`src/rtl/ff_share_arbiter_if.sv`:
```
// Requester / shared flip-flop bank bus seen by ff_share_arbiter.
// FF_SHARE_LOCK_EN adds the per-requester LOCK input.
interface ff_share_arbiter_if #(
    parameter int N_REQ = 4,
    parameter int WIDTH = 8
);
    logic [N_REQ-1:0]       REQ;
    logic [N_REQ*WIDTH-1:0] WDATA;
    logic [N_REQ-1:0]       GNT;
    logic [N_REQ-1:0]       ACK;
    logic [WIDTH-1:0]       D;
    logic                   WE;
    logic [WIDTH-1:0]       Q;
    logic                   BUSY;
    logic                   ERR;
`ifdef FF_SHARE_LOCK_EN
    logic [N_REQ-1:0]       LOCK;

    modport slave  (input  REQ, WDATA, Q, LOCK, output GNT, ACK, D, WE, BUSY, ERR);
    modport master (output REQ, WDATA, Q, LOCK, input  GNT, ACK, D, WE, BUSY, ERR);
`else
    modport slave  (input  REQ, WDATA, Q, output GNT, ACK, D, WE, BUSY, ERR);
    modport master (output REQ, WDATA, Q, input  GNT, ACK, D, WE, BUSY, ERR);
`endif
endinterface

```
`src/rtl/ff_share_arbiter.sv`:
```
// Round-robin sequencer sharing one flip-flop bank: write, settle HOLD cycles, verify Q, ack.
// Optional FF_SHARE_LOCK_EN: a locked requester is re-granted while it keeps requesting.
module ff_share_arbiter #(
    parameter int N_REQ  = 4,
    parameter int WIDTH  = 8,
    parameter int HOLD   = 2,
    parameter int INVERT = 0
) (
    input logic               CK,
    input logic               RB,
    ff_share_arbiter_if.slave bus
);
    localparam int PTR_W = (N_REQ > 1) ? $clog2(N_REQ) : 1;
    localparam int CNT_W = (HOLD > 1) ? $clog2(HOLD) : 1;

    typedef enum logic [1:0] {S_IDLE, S_WRITE, S_WAIT, S_DONE} state_t;

    state_t                      state, state_n;
    logic [CNT_W-1:0]            cnt, cnt_n;
    logic [PTR_W-1:0]            ptr, ptr_n;
    logic [N_REQ-1:0]            gnt, gnt_n;
    logic [N_REQ-1:0]            ack, ack_n;
    logic [WIDTH-1:0]            d, d_n;
    logic                        we, we_n;
    logic                        err, err_n;
    logic [WIDTH-1:0]            exp_q, exp_n;
    logic [N_REQ-1:0][WIDTH-1:0] wdata_v;
    logic                        found;
    logic [PTR_W-1:0]            pick;
    logic [PTR_W-1:0]            cand;
    int                          start;
`ifdef FF_SHARE_LOCK_EN
    logic                        lock_pend, lock_n;
`endif

    assign wdata_v = bus.WDATA;

    // First requester after ptr (or at ptr when a lock is pending), wrapping.
    always_comb begin
        found = 1'b0;
        pick  = '0;
        cand  = '0;
        start = 1;
`ifdef FF_SHARE_LOCK_EN
        if (lock_pend) start = 0;
`endif
        for (int k = 0; k < N_REQ; k++) begin
            cand = PTR_W'((int'(ptr) + start + k) % N_REQ);
            if (!found && bus.REQ[cand]) begin
                found = 1'b1;
                pick  = cand;
            end
        end
    end

    always_comb begin
        state_n = state;
        cnt_n   = cnt;
        ptr_n   = ptr;
        gnt_n   = gnt;
        ack_n   = ack;
        d_n     = d;
        we_n    = we;
        err_n   = err;
        exp_n   = exp_q;
`ifdef FF_SHARE_LOCK_EN
        lock_n  = lock_pend;
`endif
        case (state)
            S_IDLE: begin
                gnt_n = '0;
                ack_n = '0;
                we_n  = 1'b0;
                if (found) begin
                    gnt_n      = '0;
                    gnt_n[pick] = 1'b1;
                    d_n        = wdata_v[pick];
                    we_n       = 1'b1;
                    ptr_n      = pick;
                    exp_n      = (INVERT != 0) ? ~wdata_v[pick] : wdata_v[pick];
                    state_n    = S_WRITE;
`ifdef FF_SHARE_LOCK_EN
                    lock_n     = 1'b0;
`endif
                end
            end
            S_WRITE: begin
                we_n    = 1'b0;
                cnt_n   = CNT_W'(HOLD - 1);
                state_n = S_WAIT;
            end
            S_WAIT: begin
                if (cnt == '0) begin
                    if (bus.Q != exp_q) err_n = 1'b1;
                    ack_n      = '0;
                    ack_n[ptr] = 1'b1;
                    state_n    = S_DONE;
                end else begin
                    cnt_n = cnt - CNT_W'(1);
                end
            end
            S_DONE: begin
                ack_n   = '0;
                gnt_n   = '0;
                state_n = S_IDLE;
`ifdef FF_SHARE_LOCK_EN
                lock_n  = bus.LOCK[ptr] & bus.REQ[ptr];
`endif
            end
            default: state_n = S_IDLE;
        endcase
    end

    always_ff @(posedge CK) begin
        if (RB) begin
            state     <= S_IDLE;
            cnt       <= '0;
            ptr       <= PTR_W'(N_REQ - 1);
            gnt       <= '0;
            ack       <= '0;
            d         <= '0;
            we        <= 1'b0;
            err       <= 1'b0;
            exp_q     <= '0;
`ifdef FF_SHARE_LOCK_EN
            lock_pend <= 1'b0;
`endif
        end else begin
            state     <= state_n;
            cnt       <= cnt_n;
            ptr       <= ptr_n;
            gnt       <= gnt_n;
            ack       <= ack_n;
            d         <= d_n;
            we        <= we_n;
            err       <= err_n;
            exp_q     <= exp_n;
`ifdef FF_SHARE_LOCK_EN
            lock_pend <= lock_n;
`endif
        end
    end

    assign bus.GNT  = gnt;
    assign bus.ACK  = ack;
    assign bus.D    = d;
    assign bus.WE   = we;
    assign bus.ERR  = err;
    assign bus.BUSY = (state != S_IDLE);
endmodule

```
`src/flat_wrapper.sv`:
```
// flat-port wrapper written by rule: the top's interface ports become plain ports
module ff_share_arbiter_flat 
#(
    parameter int N_REQ  = 4,
    parameter int WIDTH  = 8,
    parameter int HOLD   = 2,
    parameter int INVERT = 0
)
  (CK, RB, bus_REQ, bus_WDATA, bus_Q, bus_GNT, bus_ACK, bus_D, bus_WE, bus_BUSY, bus_ERR);
  ff_share_arbiter_if #(.N_REQ(N_REQ), .WIDTH(WIDTH)) bus_i ();
  input logic CK;
  input logic RB;
  input wire logic [$bits(bus_i.REQ)-1:0] bus_REQ;
  input wire logic [$bits(bus_i.WDATA)-1:0] bus_WDATA;
  input wire logic [$bits(bus_i.Q)-1:0] bus_Q;
  output wire logic [$bits(bus_i.GNT)-1:0] bus_GNT;
  output wire logic [$bits(bus_i.ACK)-1:0] bus_ACK;
  output wire logic [$bits(bus_i.D)-1:0] bus_D;
  output wire logic [$bits(bus_i.WE)-1:0] bus_WE;
  output wire logic [$bits(bus_i.BUSY)-1:0] bus_BUSY;
  output wire logic [$bits(bus_i.ERR)-1:0] bus_ERR;
  assign bus_i.REQ = bus_REQ;
  assign bus_i.WDATA = bus_WDATA;
  assign bus_i.Q = bus_Q;
  assign bus_GNT = bus_i.GNT;
  assign bus_ACK = bus_i.ACK;
  assign bus_D = bus_i.D;
  assign bus_WE = bus_i.WE;
  assign bus_BUSY = bus_i.BUSY;
  assign bus_ERR = bus_i.ERR;
  ff_share_arbiter #(.N_REQ(N_REQ), .WIDTH(WIDTH), .HOLD(HOLD), .INVERT(INVERT)) u_core (.CK(CK), .RB(RB), .bus(bus_i));
endmodule
```
`config.mk`:
```
export PLATFORM = sky130hd
export DESIGN_NAME = ff_share_arbiter_flat
export DESIGN_NICKNAME = d
export VERILOG_FILES = /design/src/rtl/ff_share_arbiter_if.sv /design/src/rtl/ff_share_arbiter.sv /design/src/flat_wrapper.sv
export SDC_FILE = /design/constraint.sdc
export NUM_CORES = 1
export LEC_CHECK = 0
export BUFFER_PORTS_ARGS = -buffer_cell sky130_fd_sc_hd__buf_4
export CAP_MARGIN = 20
export CORE_AREA = 2 2 70 72
export CTS_BUF_LIST = sky130_fd_sc_hd__clkbuf_2
export DETAILED_ROUTE_END_ITERATION = 7
export DIE_AREA = 0 0 72 74
export GPL_TIMING_DRIVEN = 0
export PLACE_DENSITY = 0.63
export SYNTH_ARGS = -nofsm -noshare
export SYNTH_HDL_FRONTEND = slang
export SYNTH_SLANG_ARGS = --single-unit
```
`constraint.sdc`:
```
create_clock -name CK -period 3.57 [get_ports CK]
set_clock_uncertainty 0.05 [all_clocks]
set_input_delay 0.5355 -clock CK [delete_from_list [all_inputs] [get_ports CK]]
set_output_delay 0.5355 -clock CK [all_outputs]
set_load 0.01 [all_outputs]
```
==> results of run 1 <==
## through the flow
stage / instances / worst slack [ns] / util / hold slack (ns) / power, uW
global route: 275 / 1.083 / 0.4618 / 0.3548 / 1763
floorplan: 153 / 1.487 / - / 0.4404 / 1205
finish: 275 / 1.236 / 0.4618 / 0.4120 / 1621
CTS: 275 / 1.212 / 0.4618 / 0.3864 / 1643
detailed placement: 271 / 1.255 / 0.4574 / 0.4176 / 1535
global placement: 271 / 1.306 / 0.4574 / 0.4076 / 1518
## power breakdown
group / total, uW / leakage [uW] / switching [uW] / internal [uW]
clock: 106 / 0.0000164 / 80.3 / 25.4
sequential: 450 / 0.000190 / 92.8 / 357
combinational: 1070 / 0.000737 / 577 / 488
total: 1620 / 0.000944 / 751 / 871
## worst min-delay path: cells and delay by family
family / cells / cell delay (ns)
buffers and inverters: 1 / 0.10
AO/OA/AOI/OAI: 2 / 0.15
## cells by family (layout without fill, tap and decap cells)
family          after synthesis  in the layout  synth area share
fa+ha+maj                     8              8           0.06436
xor+xnor                      8              8           0.04505
flops                        23             23            0.2961
buf+inv                      15             83           0.05390
mux                          10             10           0.06838
simple gates                 33             33            0.1150
compound gates               56             56            0.3572
## metal layers
metal,global-route usage,wire length [um]
met5,0,0
met2,0.2418,1774
met4,0.03145,27
met1,0.2107,1863
met3,0.02846,236
## layout by cell type (no fill, tap or decap), types with 2 or more instances in the layout
master and count:
a2111oi_2 5, a2111oi_4 3, a211o_1 2, a211oi_1 7, a211oi_2 2, a21boi_0 8, a21oi_1 4, a32oi_1 8
buf_4 65, clkbuf_1 4, clkbuf_2 3, dfxtp_1 23, ha_1 8, inv_1 8, mux2i_1 8, nand2_1 4
nor2_1 19, nor3_1 2, nor4_1 2, o21ai_0 2, o21bai_1 8, xor2_1 8
## final timing paths
check,from,end,cells after the start,slack (ns)
setup / recovery,u_core.ptr[0],u_core.bus.D[1],8,1.24
hold / removal,RB,u_core.bus.D[7],3,0.41
setup reg to reg,u_core.ptr[0],u_core.bus.D[1],8,1.24
hold reg to reg,u_core.bus.ERR,u_core.bus.ERR,2,0.46
## sequential cells by signal, summed over array words and instances, names as in the netlist
| signal | flops |
|---|---|
| u_core.bus.D | 8 |
| u_core.bus.ACK | 4 |
| u_core.bus.GNT | 4 |
| u_core.ptr | 2 |
| u_core.state | 2 |
| u_core.bus.ERR | 1 |
| u_core.bus.WE | 1 |
| u_core.cnt | 1 |
## cell type report
type                            instances  area (um^2)  share of cell area
Buffer                                  7        53.80             0.02534
Sequential cell                        23        460.4              0.2169
Clock inverter                          1        5.005            0.002357
Timing Repair Buffer                   64        480.5              0.2263
Clock buffer                            3        15.01            0.007071
Tap cell                               54        67.56             0.03182
Inverter                                8        30.03             0.01414
Multi-Input combinational cell        115         1011              0.4761
==> out/results.txt, run 1 <==
critical path arrival = 2.55 ns
Placed Area = 2103 um^2
top cells by count, synth = dfxtp_1 (23), nor2_1 (19)
CTS sink count = 23
status = finished clean
Power Density = 763.5 nW/um^2
syn avg cell area = 10.16 um^2
CTS tree = built
H-tree depth = 1
Final #Nets = 276
GR Overflow Total = 0
CP startpoint kind = register
fill cell count = 454
CTS Buf Count = 3
global placement routability congestion = 0.7566
Top delay family on crit path = compound AO/OA/AOI/OAI gates
Post-synth EDFFs = 0
Ant. Diodes = 0
Worst Setup End Kind = register
most common cell in the netlist = dfxtp_1
routed vias = 1387
Seq/Total Area, Yosys = 0.2961
most used flip-flop cell after synthesis = dfxtp_1
clk slew on worst S/H paths = 0.22 ns
Worst-Margin Slew = 0.5407 ns
DRT Pass-1 Iters = 4
slowest stage cell on the critical path = dfxtp_1
CP Buf/Inv Count = 2
critical path class = register to register
post-DR vias/cell = 5.044
Die Area = 5328 um^2
Syn Inst Count = 153
IO Pins = 65
area leader, netlist = dfxtp_1
GR Util All Layers = 0.1499
crit-path max cell delay = 0.55 ns
PortBufs = 64
final hold viol count = 0
Synth cell types = 38
top post-synthesis cells by area = dfxtp_1 (30%), ha_1 (6.4%), a2111oi_4 (5.3%)
mapped cell area = 1555 um^2
setup bufs post-CTS = 0
Max Cap Viol = 0
number of placement rows = 25
Mapped Nets = 207
Post-CTS Hold Buffers = 0
Initial Util = 0.3382
DR WL/cell = 14.19 um
Post-synth ARST share = 0
clock root buffer = clkbuf_2
Die H = 74 um
Slew Limit Fails = 0
DP Wirelength = 3084 um
Cell Chain, Critical Path = inv_1 -> ha_1 -> a21boi_2 -> a2bb2oi_4 -> nand2_1 -> buf_4 -> mux2i_1 -> a211oi_1
Final ANT Viol Nets = 0
die width = 72 um
fin crit period = 2.334 ns
share of the synthesized area in the top cell type = 0.2961
share of layout cells above drive strength 1 = 0.4118
detailed-route wire length = 3901 um
total negative setup slack = 0 ns
Max Fclk = 0.4285 GHz
Area Growth Syn to Fin = 36.52%
vias in the first global route = 1291
Slew headroom = 0.6368
CP max FO = 10
final setup fails = 0
fin area = 2123 um^2
CTS max path bufs = 2
Final Cycle Share = 0.6537
IR drop worst, VDD = 0.2999 mV
insertion delay to the later sink of the worst-skew pair = 0.33 ns
unrepaired setup endpoints after global routing = false
number of gates resized after cts = 0
pin count of the biggest net entering global routing = 14
Starting DRT DRC Count = 59
global-route wire length before repair = 6203 um
P_leak = 0.0009435 uW
drt drc = 0
Yosys reg bits = 23
Hold Path Class = primary input to register
Ys Warns = 0
critical path data required time = 3.79 ns
initial antenna violation count = 0
Core Box Area = 4598 um^2
(Power assumes the default switching activity.)
==> run 2, diff against run 1 <==
==> constraint.sdc (replaced) <==
create_clock -name CK -period 2.4 [get_ports CK]
set_clock_uncertainty 0.05 [all_clocks]
set_input_delay 0.36 -clock CK [delete_from_list [all_inputs] [get_ports CK]]
set_output_delay 0.36 -clock CK [all_outputs]
set_load 0.01 [all_outputs]
==> run 2 against run 1 <==
Against the previous run:
- worst hold slack got worse by 0.18 ns
- count of clock-buffer cells in the layout is the same
- setup slack got worse by 1.1 ns
- non-clock buffer count stayed put
- global-route usage unchanged
==> out/results.txt, run 2 (synthesized netlist as in run 1, its figures left out) <==
DRT Pass-1 Iters = 4 (unchanged)
critical path arrival = 2.43 ns (was 2.55 ns)
Worst-Margin Slew = 0.5407 ns (unchanged)
IO Pins = 65 (unchanged)
Slew Limit Fails = 0 (unchanged)
Final Cycle Share = 0.9225 (was 0.6537)
Final Power = 2414 uW (was 1621 uW)
PortBufs = 64 (unchanged)
number of gates resized after cts = 0 (unchanged)
Initial Util = 0.3382 (unchanged)
drt drc = 0 (unchanged)
CP max FO = 10 (unchanged)
critical path data required time = 2.62 ns (was 3.79 ns)
area of the multi-input gates = 1011 um^2 (unchanged)
final setup fails = 0 (unchanged)
share of layout cells above drive strength 1 = 0.4163 (was 0.4118)
Slew headroom = 0.6368 (unchanged)
total negative setup slack = 0 ns (unchanged)
Max Fclk = 0.4517 GHz (was 0.4285 GHz)
routed vias = 1387 (unchanged)
P_leak = 0.0009433 uW (was 0.0009435 uW)
pin count of the biggest net entering global routing = 14 (unchanged)
IR drop worst, VDD = 0.4463 mV (was 0.2999 mV)
CTS max path bufs = 2 (unchanged)
max reg flops = 8 (unchanged)
fin crit period = 2.214 ns (was 2.334 ns)
Reg area = 461.7 um^2 (was 460.4 um^2)
global placement routability congestion = 0.7566 (unchanged)
DR WL/cell = 14.19 um (unchanged)
Worst Setup End Kind = register (unchanged)
unrepaired setup endpoints after global routing = false (unchanged)
Starting DRT DRC Count = 59 (unchanged)
insertion delay to the later sink of the worst-skew pair = 0.33 ns (about the same)
CTS Buf Count = 3 (unchanged)
Placed Area = 2103 um^2 (unchanged)
clock root buffer = clkbuf_2 (unchanged)
final hold viol count = 0 (unchanged)
DP Wirelength = 3084 um (unchanged)
Area Growth Syn to Fin = 36.61% (was 36.52%)
setup bufs post-CTS = 0 (unchanged)
Final ANT Viol Nets = 0 (unchanged)
CTS tree = built (unchanged)
met1 wire length = 1863 um (unchanged)
GR Util All Layers = 0.1499 (unchanged)
Cell Chain, Critical Path = inv_1 -> ha_1 -> a21boi_2 -> a2bb2oi_4 -> nand2_1 -> buf_4 -> mux2i_1 -> a211oi_1 (unchanged)
commonest non-fill, non-tap cells in the layout = buf_4 (65), dfxtp_1 (22), nor2_1 (19) (was buf_4 (65), dfxtp_1 (23), nor2_1 (19))
fill cell count = 455 (was 454)
Core Box Area = 4598 um^2 (unchanged)
Top Metal Used = met4 (unchanged)
Final #Nets = 276 (unchanged)
Die Area = 5328 um^2 (unchanged)
met2 WL = 1774 um (unchanged)
critical path class = register to register (unchanged)
initial antenna violation count = 0 (unchanged)
Net Sw Power = 1116 uW (was 750.5 uW)
status = finished clean (unchanged)
die width = 72 um (unchanged)
Switching Share = 0.4625 (was 0.4629)
Power Density = 1136 nW/um^2 (was 763.5 nW/um^2)
Cell Int Power = 1297 uW (was 870.6 uW)
CP startpoint kind = register (unchanged)
Hold Path Class = primary input to register (unchanged)
Max Cap Viol = 0 (unchanged)
global-route wire length before repair = 6203 um (unchanged)
slowest stage cell on the critical path = dfxtp_2 (was dfxtp_1)
fin area = 2125 um^2 (was 2123 um^2)
CTS sink count = 23 (unchanged)
GR Overflow Total = 0 (unchanged)
Clk pwr share = 0.065 (about the same)
Post-CTS Hold Buffers = 0 (unchanged)
Ant. Diodes = 0 (unchanged)
Reg power frac = 0.278 (was 0.277)
post-DR vias/cell = 5.044 (unchanged)
commonest non-fill, non-tap cell in the layout = buf_4 (unchanged)
vias in the first global route = 1291 (unchanged)
Die H = 74 um (unchanged)
H-tree depth = 1 (unchanged)
number of placement rows = 25 (unchanged)
crit-path max cell delay = 0.47 ns (was 0.55 ns)
clk slew on worst S/H paths = 0.22 ns (about the same)
detailed-route wire length = 3901 um (unchanged)
Comb power frac = 0.657 (about the same)
met3 routed WL = 236 um (unchanged)
[run 2: cell counts in the layout (fill, tap and decap cells not counted)]
Identical to the previous run, type by type.
[run 2: metal layers]
metal,vias to the layer above,global-route usage
met2,42,0.2418
met5,-,0
met1,637,0.2107
met3,2,0.02846
met4,0,0.03145
li1,706,-
[run 2: metrics by stage]
step | utilization | setup WS [ns] | cells | hold slack [ns]
4_1_cts | 0.4618 | 0.04152 | 275 | 0.2109
2_1_floorplan | - | 0.3172 | 153 | 0.4404
3_3_place_gp | 0.4574 | 0.1360 | 271 | 0.4076
6_report | 0.4620 | 0.1861 | 275 | 0.2365
3_5_place_dp | 0.4574 | 0.08509 | 271 | 0.4176
5_1_grt | 0.4620 | 0.04272 | 275 | 0.1793
[run 2: power groups by stage]
stage / combinational [uW] / clock (uW) / sequential [uW]
4_1_cts: 1600 / 168 / 672
3_5_place_dp: 1600 / 0 / 681
5_1_grt: 1740 / 189 / 697
2_1_floorplan: 1080 / 0 / 708
6_report: 1590 / 157 / 671
3_3_place_gp: 1580 / 0 / 678
[run 2: worst max-delay path, delay by kind of cell (launching register included)]
| kind | cells | cell delay, ns |
|---|---|---|
| compound gates | 3 | 0.68 |
| flops | 1 | 0.47 |
| fa+ha+maj | 1 | 0.38 |
| buf+inv | 2 | 0.30 |
| mux | 1 | 0.14 |
| simple gates | 1 | 0.12 |
[run 2: worst paths after layout]
path / slack (ns) / depth (start not counted) / from / end
min: 0.24 / 3 / RB / u_core.bus.D[7]
max reg2reg: 0.19 / 8 / u_core.ptr[0] / u_core.bus.D[1]
min reg2reg: 0.46 / 2 / u_core.bus.ERR / u_core.bus.ERR
max: 0.19 / 8 / u_core.ptr[0] / u_core.bus.D[1]
[run 2: cell type report]
| cell class | instances | area share |
|---|---|---|
| clock buffers | 3 | 0.007067 |
| inverters | 8 | 0.01413 |
| well taps | 54 | 0.03180 |
| flip-flops and latches | 23 | 0.2173 |
| plain buffers | 7 | 0.02532 |
| multi-input cells | 115 | 0.4759 |
| clock inverters | 1 | 0.002356 |
| repair buffers | 64 | 0.2261 |
